[src/rtl/seg7_scan_ctrl.sv]
// Time-multiplexed driver for an 8-digit seven-segment display.
// Software writes go to a staging register and reach the active register only
// at a frame boundary, so a frame never mixes old and new data. At the start of
// each digit slot there is a dead-time window with every anode off. This
// window suppresses ghosting while the segment lines settle.

module seg7_scan_ctrl #(
  parameter int unsigned CLK_HZ     = 100_000_000,
  parameter int unsigned DIGIT_HZ   = 8_000,
  parameter int unsigned DEAD_CYC   = 16,
  parameter int unsigned ACTIVE_LOW = 1
) (
  input  logic        CLK,
  input  logic        RST,
  input  logic [31:0] value_i,
  input  logic [7:0]  dp_i,
  input  logic [7:0]  en_i,
  input  logic        blank_lz_i,
  input  logic        we_i,
  output logic        pending_o,
  output logic        frame_o,
  output logic [15:0] D_7SEG,
  output logic [7:0]  EN_7SEG
);

  localparam int unsigned DIV   = CLK_HZ / DIGIT_HZ;
  localparam int unsigned CNT_W = $clog2(DIV);

  localparam logic [CNT_W-1:0] CNT_MAX  = CNT_W'(DIV - 1);
  localparam logic [CNT_W-1:0] DEAD_END = CNT_W'(DEAD_CYC);

  // Pin level that turns a segment or an anode off.
  localparam logic [7:0]  OFF8  = (ACTIVE_LOW != 0) ? 8'hFF : 8'h00;
  localparam logic [15:0] OFF16 = {OFF8, OFF8};

  // A slot must be long enough to hold the dead window and at least one lit cycle.
  if (DIV <= DEAD_CYC + 1) begin : g_div_check
    $error("seg7_scan_ctrl: CLK_HZ/DIGIT_HZ must exceed DEAD_CYC+1");
  end

  // Scan position.
  logic [CNT_W-1:0] cnt_q, cnt_d;
  logic [2:0]       idx_q, idx_d;

  // Staging and active copies of the display fields.
  logic [31:0] stg_value_q, stg_value_d;
  logic [7:0]  stg_dp_q, stg_dp_d;
  logic [7:0]  stg_en_q, stg_en_d;
  logic        stg_blz_q, stg_blz_d;
  logic [31:0] act_value_q, act_value_d;
  logic [7:0]  act_dp_q, act_dp_d;
  logic [7:0]  act_en_q, act_en_d;
  logic        act_blz_q, act_blz_d;

  logic pending_q, pending_d;
  logic frame_q, frame_d;

  // Registered pin drivers.
  logic [15:0] seg_q, seg_d;
  logic [7:0]  an_q, an_d;

  logic tick;
  logic boundary;
  logic apply;

  // Prescaler, digit index, staging/active transfer and pending flag.
  always_comb begin
    cnt_d       = cnt_q;
    idx_d       = idx_q;
    stg_value_d = stg_value_q;
    stg_dp_d    = stg_dp_q;
    stg_en_d    = stg_en_q;
    stg_blz_d   = stg_blz_q;
    act_value_d = act_value_q;
    act_dp_d    = act_dp_q;
    act_en_d    = act_en_q;
    act_blz_d   = act_blz_q;
    pending_d   = pending_q;

    tick     = (cnt_q == CNT_MAX);
    boundary = tick && (idx_q == 3'd7);
    apply    = boundary && pending_q;

    if (tick) begin
      cnt_d = '0;
      idx_d = idx_q + 3'd1;
    end else begin
      cnt_d = cnt_q + {{(CNT_W-1){1'b0}}, 1'b1};
    end

    // The active register takes the old staging contents. A write in the same
    // cycle replaces staging afterwards and leaves pending set.
    if (apply) begin
      act_value_d = stg_value_q;
      act_dp_d    = stg_dp_q;
      act_en_d    = stg_en_q;
      act_blz_d   = stg_blz_q;
      pending_d   = 1'b0;
    end

    if (we_i) begin
      stg_value_d = value_i;
      stg_dp_d    = dp_i;
      stg_en_d    = en_i;
      stg_blz_d   = blank_lz_i;
      pending_d   = 1'b1;
    end

    frame_d = apply;
  end

  logic [8:0] zero_from;
  logic [3:0] cur_nib;
  logic [6:0] cur_seg;
  logic       lz_blank;
  logic       slot_on;
  logic       dead;

  // Pattern and anode selection for the current slot, based on the active register.
  always_comb begin
    // zero_from[k] is set when nibbles k..7 are all zero.
    zero_from[8] = 1'b1;
    for (int k = 7; k >= 0; k--) begin
      zero_from[k] = (act_value_q[4*k +: 4] == 4'h0) && zero_from[k+1];
    end

    cur_nib = act_value_q[{idx_q, 2'b00} +: 4];

    unique case (cur_nib)
      4'h0: cur_seg = 7'h3F;
      4'h1: cur_seg = 7'h06;
      4'h2: cur_seg = 7'h5B;
      4'h3: cur_seg = 7'h4F;
      4'h4: cur_seg = 7'h66;
      4'h5: cur_seg = 7'h6D;
      4'h6: cur_seg = 7'h7D;
      4'h7: cur_seg = 7'h07;
      4'h8: cur_seg = 7'h7F;
      4'h9: cur_seg = 7'h6F;
      4'hA: cur_seg = 7'h77;
      4'hB: cur_seg = 7'h7C;
      4'hC: cur_seg = 7'h39;
      4'hD: cur_seg = 7'h5E;
      4'hE: cur_seg = 7'h79;
      4'hF: cur_seg = 7'h71;
      default: cur_seg = 7'h00;
    endcase

    // Digit 0 always stays visible, so a zero value still shows "0".
    lz_blank = act_blz_q && (idx_q != 3'd0) && zero_from[idx_q];
    slot_on  = act_en_q[idx_q] && !lz_blank;
    dead     = (cnt_q < DEAD_END);

    seg_d = OFF16;
    an_d  = OFF8;
    // During dead time the segments are already driven; only the anodes are held off.
    if (slot_on) begin
      seg_d = {2{{act_dp_q[idx_q], cur_seg} ^ OFF8}};
      if (!dead) begin
        an_d = (8'b1 << idx_q) ^ OFF8;
      end
    end
  end

  // State registers with synchronous reset. Reset also discards staged data.
  always_ff @(posedge CLK) begin
    if (RST) begin
      cnt_q       <= '0;
      idx_q       <= 3'd0;
      stg_value_q <= 32'h0;
      stg_dp_q    <= 8'h00;
      stg_en_q    <= 8'h00;
      stg_blz_q   <= 1'b0;
      act_value_q <= 32'h0;
      act_dp_q    <= 8'h00;
      act_en_q    <= 8'h00;
      act_blz_q   <= 1'b0;
      pending_q   <= 1'b0;
      frame_q     <= 1'b0;
      seg_q       <= OFF16;
      an_q        <= OFF8;
    end else begin
      cnt_q       <= cnt_d;
      idx_q       <= idx_d;
      stg_value_q <= stg_value_d;
      stg_dp_q    <= stg_dp_d;
      stg_en_q    <= stg_en_d;
      stg_blz_q   <= stg_blz_d;
      act_value_q <= act_value_d;
      act_dp_q    <= act_dp_d;
      act_en_q    <= act_en_d;
      act_blz_q   <= act_blz_d;
      pending_q   <= pending_d;
      frame_q     <= frame_d;
      seg_q       <= seg_d;
      an_q        <= an_d;
    end
  end

  assign pending_o = pending_q;
  assign frame_o   = frame_q;
  assign D_7SEG    = seg_q;
  assign EN_7SEG   = an_q;

endmodule

[config.mk]
export PLATFORM = sky130hd
export DESIGN_NAME = seg7_scan_ctrl
export DESIGN_NICKNAME = d
export VERILOG_FILES = /design/src/rtl/seg7_scan_ctrl.sv
export SDC_FILE = /design/constraint.sdc
export NUM_CORES = 1
export LEC_CHECK = 0
export CORE_UTILIZATION = 57
export CTS_CLUSTER_DIAMETER = 60
export DETAILED_ROUTE_END_ITERATION = 7
export DONT_BUFFER_PORTS = 1
export HOLD_SLACK_MARGIN = 0.06
export PLACE_DENSITY = 0.8
export SETUP_SLACK_MARGIN = 0.05
export SLEW_MARGIN = 20
export SYNTH_ARGS = -nofsm -noshare
export SYNTH_HDL_FRONTEND = slang
export SYNTH_SLANG_ARGS = --single-unit
[constraint.sdc]
create_clock -name CLK -period 2.5 [get_ports CLK]
set_input_delay 0.5 -clock CLK [delete_from_list [all_inputs] [get_ports CLK]]
set_output_delay 0.5 -clock CLK [all_outputs]
set_load 0.01 [all_outputs]
==> flow_summary.ini, run 1 <==
[floorplanning]
ios = 78
floorplan.initialDensity_pct = 59.07
dieArea_um2 = 9970
num_rows = 35
core_area_um2 = 9240
fp.dieH_um = 99.85
die_w_um = 99.85

[setup_path]
arrival_ns = 2.63
path_max_fanout = 15
crit_start = idx_q[0]$_SDFFE_PP0N_
worst-setup-path-type = register to register
critPathRequiredTime_ns = 2.91
crit_path_end_kind = register
rrSetupSlack_ns = 0.28
timing.rr.start = idx_q[0]$_SDFFE_PP0N_
reg2regPathDepth = 8
critPathLaunchType = register
reg2reg_to = D_7SEG[11]$_SDFF_PP1_

[finish]
final_cell_mix = dfxtp_1, nand2_1, nor2_1, mux2i_1, a21oi_1
antenna_cells = 0
fin_nets = 635
areaGrowthSynthToFinish_pct = 11.81
utilization_pct = 66.04
layout_commonest_cell = dfxtp_1
drive_above_1_share_pct = 12.16
fillCellCount = 706

[clock_network]
clk_pin_slew_worst_paths_ns = 0.07
worstSkewPairLatency_ns = 0.52
cts-root-buf = clkbuf_8
clock_path_buffers = 2
cts_sinks = 133
cts_tree = done
cts_setup_buffers = 0
htreeDepth = 4
cts_buffers = 17

[power_and_ir_drop]
peakVddDrop_mv = 0.5095
swShare_pct = 23.63
p_switching_mw = 1.112
comb_power_share_pct = 2.5
p_leak_nw = 2.338
clkPwrFrac_pct = 50.6
seqPwrFrac_pct = 46.8
total_power_mw = 4.707
pwr_density_cell_nw_per_um2 = 771.3
internal_power_mw = 3.595

[global_routing]
grt_pass1_vias = 3756
grt.busiest_layer = met2
grt_use_met1_pct = 29.02
grt_max_degree = 102
grt_util_met3_pct = 6.267
use_met2_pct = 37.51
grt.total_usage_pct = 23.18
grt_pass1_wl_um = 17940
overflow = 0
antenna_found_initial = 0

[outcome]
status = complete, no violations

[detailed_routing]
via_per_inst = 5.498
vias = 3920
wl_per_cell_um = 15.08
antenna_left = 0
drt-initial-drc-count = 247
drc = 0
wl_um = 10750
first_pass_iters = 5

[timing]
drv_slew = 0
skew_ns = 0.009218
post-route-period-util_pct = 88.89
finalSetupViolations = 0
min_period_ns = 2.222
slew_headroom_pct = 67.85
fin_hold_ws_ns = 0.1245
finalHoldViolCount = 0
rsz0062_at_grt = no
fmax_mhz = 450.0
worst_pin_slew_ns = 0.4823
fin_ws_ns = 0.2778
setup_tns_ns = 0

[place]
dp_hpwl_um = 7119
gp_congestion = 0.8663
io_buffers = 0
post-place-ws_ns = 0.2554

[logic_synthesis]
synth-simple-area-share_pct = 18.02
synthXorXnorAreaFrac_pct = 2.247
synth_fp_nets = 649
synth.area.mux_share_pct = 15.50
synth_top_family_by_area = simple AND/OR/NAND/NOR gates
seq_area_frac_synth_pct = 48.78
syn_area_um2 = 5458
synth_compound_area_share_pct = 7.497
synthCells = 585
syn_avg_cell_area_um2 = 9.329
synth.distinct_cells = 40
ys_ff_latch = 133
synthAdderAreaFrac_pct = 2.751
yosys_warnings = 0

[min_path]
holdPathEnd = stg_en_q[5]$_SDFFE_PP0P_
hp-class = primary input to register
hp-start = en_i[5]
hold_depth = 2

[flow_run]
drv_cap = 0
[repair_timing]
| action | in CTS | in global routing |
|---|---|---|
| hold buffers | 2 | 0 |
| setup endpoints to repair | 0 | 10 |
| gates resized for setup | 0 | 2 |
| hold endpoints to repair | 101 | 0 |
[cells in the mapped netlist]
cell type / n / area, um^2
a2111oi_0: 1 / 8.760
a211o_1: 1 / 8.760
a211oi_1: 1 / 7.510
a21oi_1: 45 / 225.2
a21oi_2: 8 / 70.07
a221oi_1: 1 / 8.760
and3_1: 3 / 18.77
buf_1: 8 / 30.03
buf_2: 8 / 40.04
buf_4: 10 / 75.07
buf_6: 1 / 11.26
buf_8: 1 / 15.01
clkbuf_1: 20 / 75.07
dfxtp_1: 133 / 2663
ha_1: 12 / 150.1
inv_1: 10 / 37.54
mux2_2: 1 / 11.26
mux2i_1: 55 / 550.5
mux2i_2: 1 / 13.76
mux4_2: 12 / 270.3
nand2_1: 114 / 427.9
nand3_1: 15 / 75.07
nand4_1: 8 / 50.05
nor2_1: 74 / 277.8
nor2b_1: 1 / 6.260
nor3_1: 3 / 15.01
nor4_1: 6 / 37.54
nor4_4: 1 / 21.27
o211ai_1: 2 / 15.01
o21ai_0: 4 / 20.02
o311ai_0: 3 / 26.28
o31ai_1: 1 / 7.510
o41a_1: 1 / 11.26
or2_2: 1 / 6.260
or4_1: 2 / 15.01
or4_4: 1 / 11.26
or4b_1: 1 / 10.01
or4bb_1: 1 / 11.26
xnor2_1: 5 / 43.79
xor2_1: 9 / 78.83
[flip-flops by register name (all words and copies together) (netlist names)]
| signal | cells |
|---|---|
| act_value_q | 32 |
| stg_value_q | 32 |
| cnt_q | 14 |
| D_7SEG | 8 |
| EN_7SEG | 8 |
| act_dp_q | 8 |
| act_en_q | 8 |
| stg_dp_q | 8 |
| stg_en_q | 8 |
| idx_q | 3 |
| act_blz_q | 1 |
| frame_o | 1 |
| pending_o | 1 |
| stg_blz_q | 1 |
[per-stage QoR]
stage               area, um^2  std cells
floorplan                 5458        585
global placement          5483        679
detailed placement        5483        679
CTS                       6097        713
global route              6102        713
finish                    6102        713
[per-layer routing]
metal  part of all wire, %  up-vias
met5                     0        -
met4                   1.7        0
met3                   5.4       15
met2                    49      110
met1                    43     1835
li1                      -     1960
[power by group through the flow]
stage	combinational [mW]	sequential (mW)	clock, mW
2_1_floorplan	0.120	2.24	0
3_3_place_gp	0.0819	2.25	0
3_5_place_dp	0.0869	2.25	0
4_1_cts	0.120	2.20	2.41
5_1_grt	0.133	2.21	2.51
6_report	0.119	2.20	2.38
[area by class of cell]
class	count	area, um^2	area share, %
flip-flops and latches	133	2663	43.63
multi-input cells	394	2512	41.17
clock buffers	17	414.1	6.787
clock inverters	15	162.7	2.666
well taps	129	161.4	2.645
repair buffers	15	151.4	2.481
inverters	10	37.54	0.6151
[worst max-delay path by stage]
stage / end
after floorplan: D_7SEG[11]$_SDFF_PP1_
after global placement: D_7SEG[11]$_SDFF_PP1_
after detailed placement: D_7SEG[9]$_SDFF_PP1_
after CTS: D_7SEG[11]$_SDFF_PP1_
after global routing: D_7SEG[9]$_SDFF_PP1_
final: D_7SEG[11]$_SDFF_PP1_
[worst max-delay path: stages (launching register included)]
cell and delay, ns:
dfxtp_1 0.36, buf_6 0.21, mux4_2 0.52, mux2i_1 0.20, inv_1 0.09, ha_1 0.24, mux2_2 0.29, mux2i_1 0.13
nand2_1 0.06
[kinds of logic after synthesis]
logic type               count (synthesis)
adder cells (fa/ha/maj)                 12
XOR/XNOR                                14
AO/OA/AOI/OAI                           68
flip-flops                             133
AND/OR/NAND/NOR                        231
buffers and inverters                   58
multiplexers                            69
(Power assumes the default switching activity.)
==> inputs of run 2 (changes only) <==
- CELL_PAD_IN_SITES_DETAIL_PLACEMENT: unset -> 0
- CELL_PAD_IN_SITES_GLOBAL_PLACEMENT: unset -> 1
- CORE_UTILIZATION: 57 -> 43
- PLACE_DENSITY: 0.8 -> 0.79
- clock period: 2.5 -> 1.92 ns (I/O delays scaled with it)
==> run 2 against run 1 <==
Net effect:
- the run now ends with negative setup slack left
- critical endpoint is now act_value_q[16]$_SDFFE_PP0P_
- worst setup slack got worse by 0.40 ns
- count of clock-buffer cells in the layout increased by 4
- utilization decreased by 3.7 points
- critical path type unchanged
- hold slack got worse by 0.021 ns
==> flow_summary.ini, run 2 (same netlist as run 1, synthesis figures left out) <==
[floorplanning]
die_w_um = 114.7
fp.dieH_um = 114.7
num_rows = 40
dieArea_um2 = 13150
floorplan.initialDensity_pct = 44.69
core_area_um2 = 12210
ios = 78

[detailed_routing]
antenna_left = 0
via_per_inst = 5.187
drt-initial-drc-count = 187
drc = 0
wl_per_cell_um = 16.33
wl_um = 13660
first_pass_iters = 4
vias = 4336

[timing]
skew_ns = 0.01610
finalHoldViolCount = 0
slew_headroom_pct = 72.57
finalSetupViolations = 68
min_period_ns = 2.045
fin_hold_ws_ns = 0.1032
fin_ws_ns = -0.1251
worst_pin_slew_ns = 0.4114
fmax_mhz = 489.0
post-route-period-util_pct = 106.5
setup_tns_ns = -5.696
drv_slew = 0
rsz0062_at_grt = yes

[setup_path]
critPathRequiredTime_ns = 2.21
reg2regPathDepth = 7
crit_cells = 7
crit_path_end_kind = register
cp_cell_sequence = or4_4 -> nor4_4 -> buf_4 -> nand3_4 -> clkbuf_16 -> nand2_4 -> a21oi_2
critPathTopFamily = simple AND/OR/NAND/NOR gates
worst-setup-path-type = register to register
crit_path_max_incr_delay_ns = 0.55
critical_path_buf_inv_count = 2
crit_slowest_cell = or4_4
critPathLaunchType = register
arrival_ns = 2.33
path_max_fanout = 6

[global_routing]
overflow = 0
grt.total_usage_pct = 21.05
grt_max_degree = 68
antenna_found_initial = 0
grt_pass1_wl_um = 20870
grt_pass1_vias = 4259

[finish]
areaGrowthSynthToFinish_pct = 39.39
largestRegisters = act_value_q: 32 flops, stg_value_q: 32 flops, cnt_q: 14 flops
drive_above_1_share_pct = 31.74
antenna_cells = 0
final_cell_mix = dfxtp_1, nand2_1, nor2_1, mux2i_1, buf_4
utilization_pct = 62.30
layout_commonest_cell = dfxtp_1
fin_nets = 719

[clock_network]
cts_buffers = 17
clock_path_buffers = 2
htreeDepth = 4
cts-root-buf = clkbuf_16
clk_pin_slew_worst_paths_ns = 0.06
worstSkewPairLatency_ns = 0.43
cts_tree = done
cts_sinks = 133

[flow_run]
drv_cap = 0

[power_and_ir_drop]
p_leak_nw = 2.916
pwr_density_cell_nw_per_um2 = 855.2
peakVddDrop_mv = 0.6362

[min_path]
hold_depth = 2
hp-class = primary input to register

[outcome]
status = complete, but fails checks
violations = negative setup slack

[place]
dp_hpwl_um = 7688
io_buffers = 0
gp_congestion = 0.8219
post-place-ws_ns = -0.4163
[run 2: power by group]
group / total [mW] / switching [mW] / internal, mW
sequential: 2.87 / 0.0435 / 2.83
combinational: 0.217 / 0.0835 / 0.133
clock: 3.42 / 1.21 / 2.21
total: 6.51 / 1.33 / 5.17
[run 2: per-stage QoR]
| step | power (mW) | area [um^2] | cells |
|---|---|---|---|
| after floorplan | 3.078 | 5597 | 585 |
| after global placement | 3.041 | 5798 | 741 |
| after detailed placement | 3.048 | 5798 | 741 |
| after CTS | 6.549 | 7097 | 822 |
| after global routing | 6.725 | 7607 | 836 |
| final | 6.506 | 7607 | 836 |
[run 2: routing by layer]
metal / share of wire, % / track usage (%)
met5: 0 / 0
met4: 2.9 / 9.351
met3: 4.4 / 6.723
met2: 49 / 34.34
met1: 44 / 25.39
[run 2: worst reg2reg max path: cells and delay by family, from the launching register on]
| kind | cells | cell delay [ns] |
|---|---|---|
| AND/OR/NAND/NOR | 4 | 1.07 |
| buffers and inverters | 2 | 0.46 |
| flip-flops | 1 | 0.33 |
| AO/OA/AOI/OAI | 1 | 0.05 |
[run 2: worst paths after layout]
kind                                          startpoint                           end  slack [ns]
worst min-delay path                                we_i        pending_o$_SDFFE_PP0P_        0.10
worst min register to register  act_dp_q[3]$_SDFFE_PP0P_      act_dp_q[3]$_SDFFE_PP0P_        0.45
worst max-delay path                cnt_q[11]$_SDFF_PP0_  act_value_q[16]$_SDFFE_PP0P_       -0.13
worst max register to register      cnt_q[11]$_SDFF_PP0_  act_value_q[16]$_SDFFE_PP0P_       -0.13
[run 2: timing repair]
item	4_1_cts	5_1_grt
pin swaps	9	74
hold buffers	37	0
gates cloned	4	4
endpoints found under the hold margin	103	0
buffers inserted	8	11
setup endpoints to repair	65	83
gates resized for setup	30	100
[run 2: layout make-up]
type	count	area (um^2)
tap	168	210.2
inverter	10	37.54
multi-input combinational	395	3027
sequential	133	2674
fill	1025	4604
timing repair buffer	98	1033
clock inverter	11	175.2
clock buffer	21	450.4
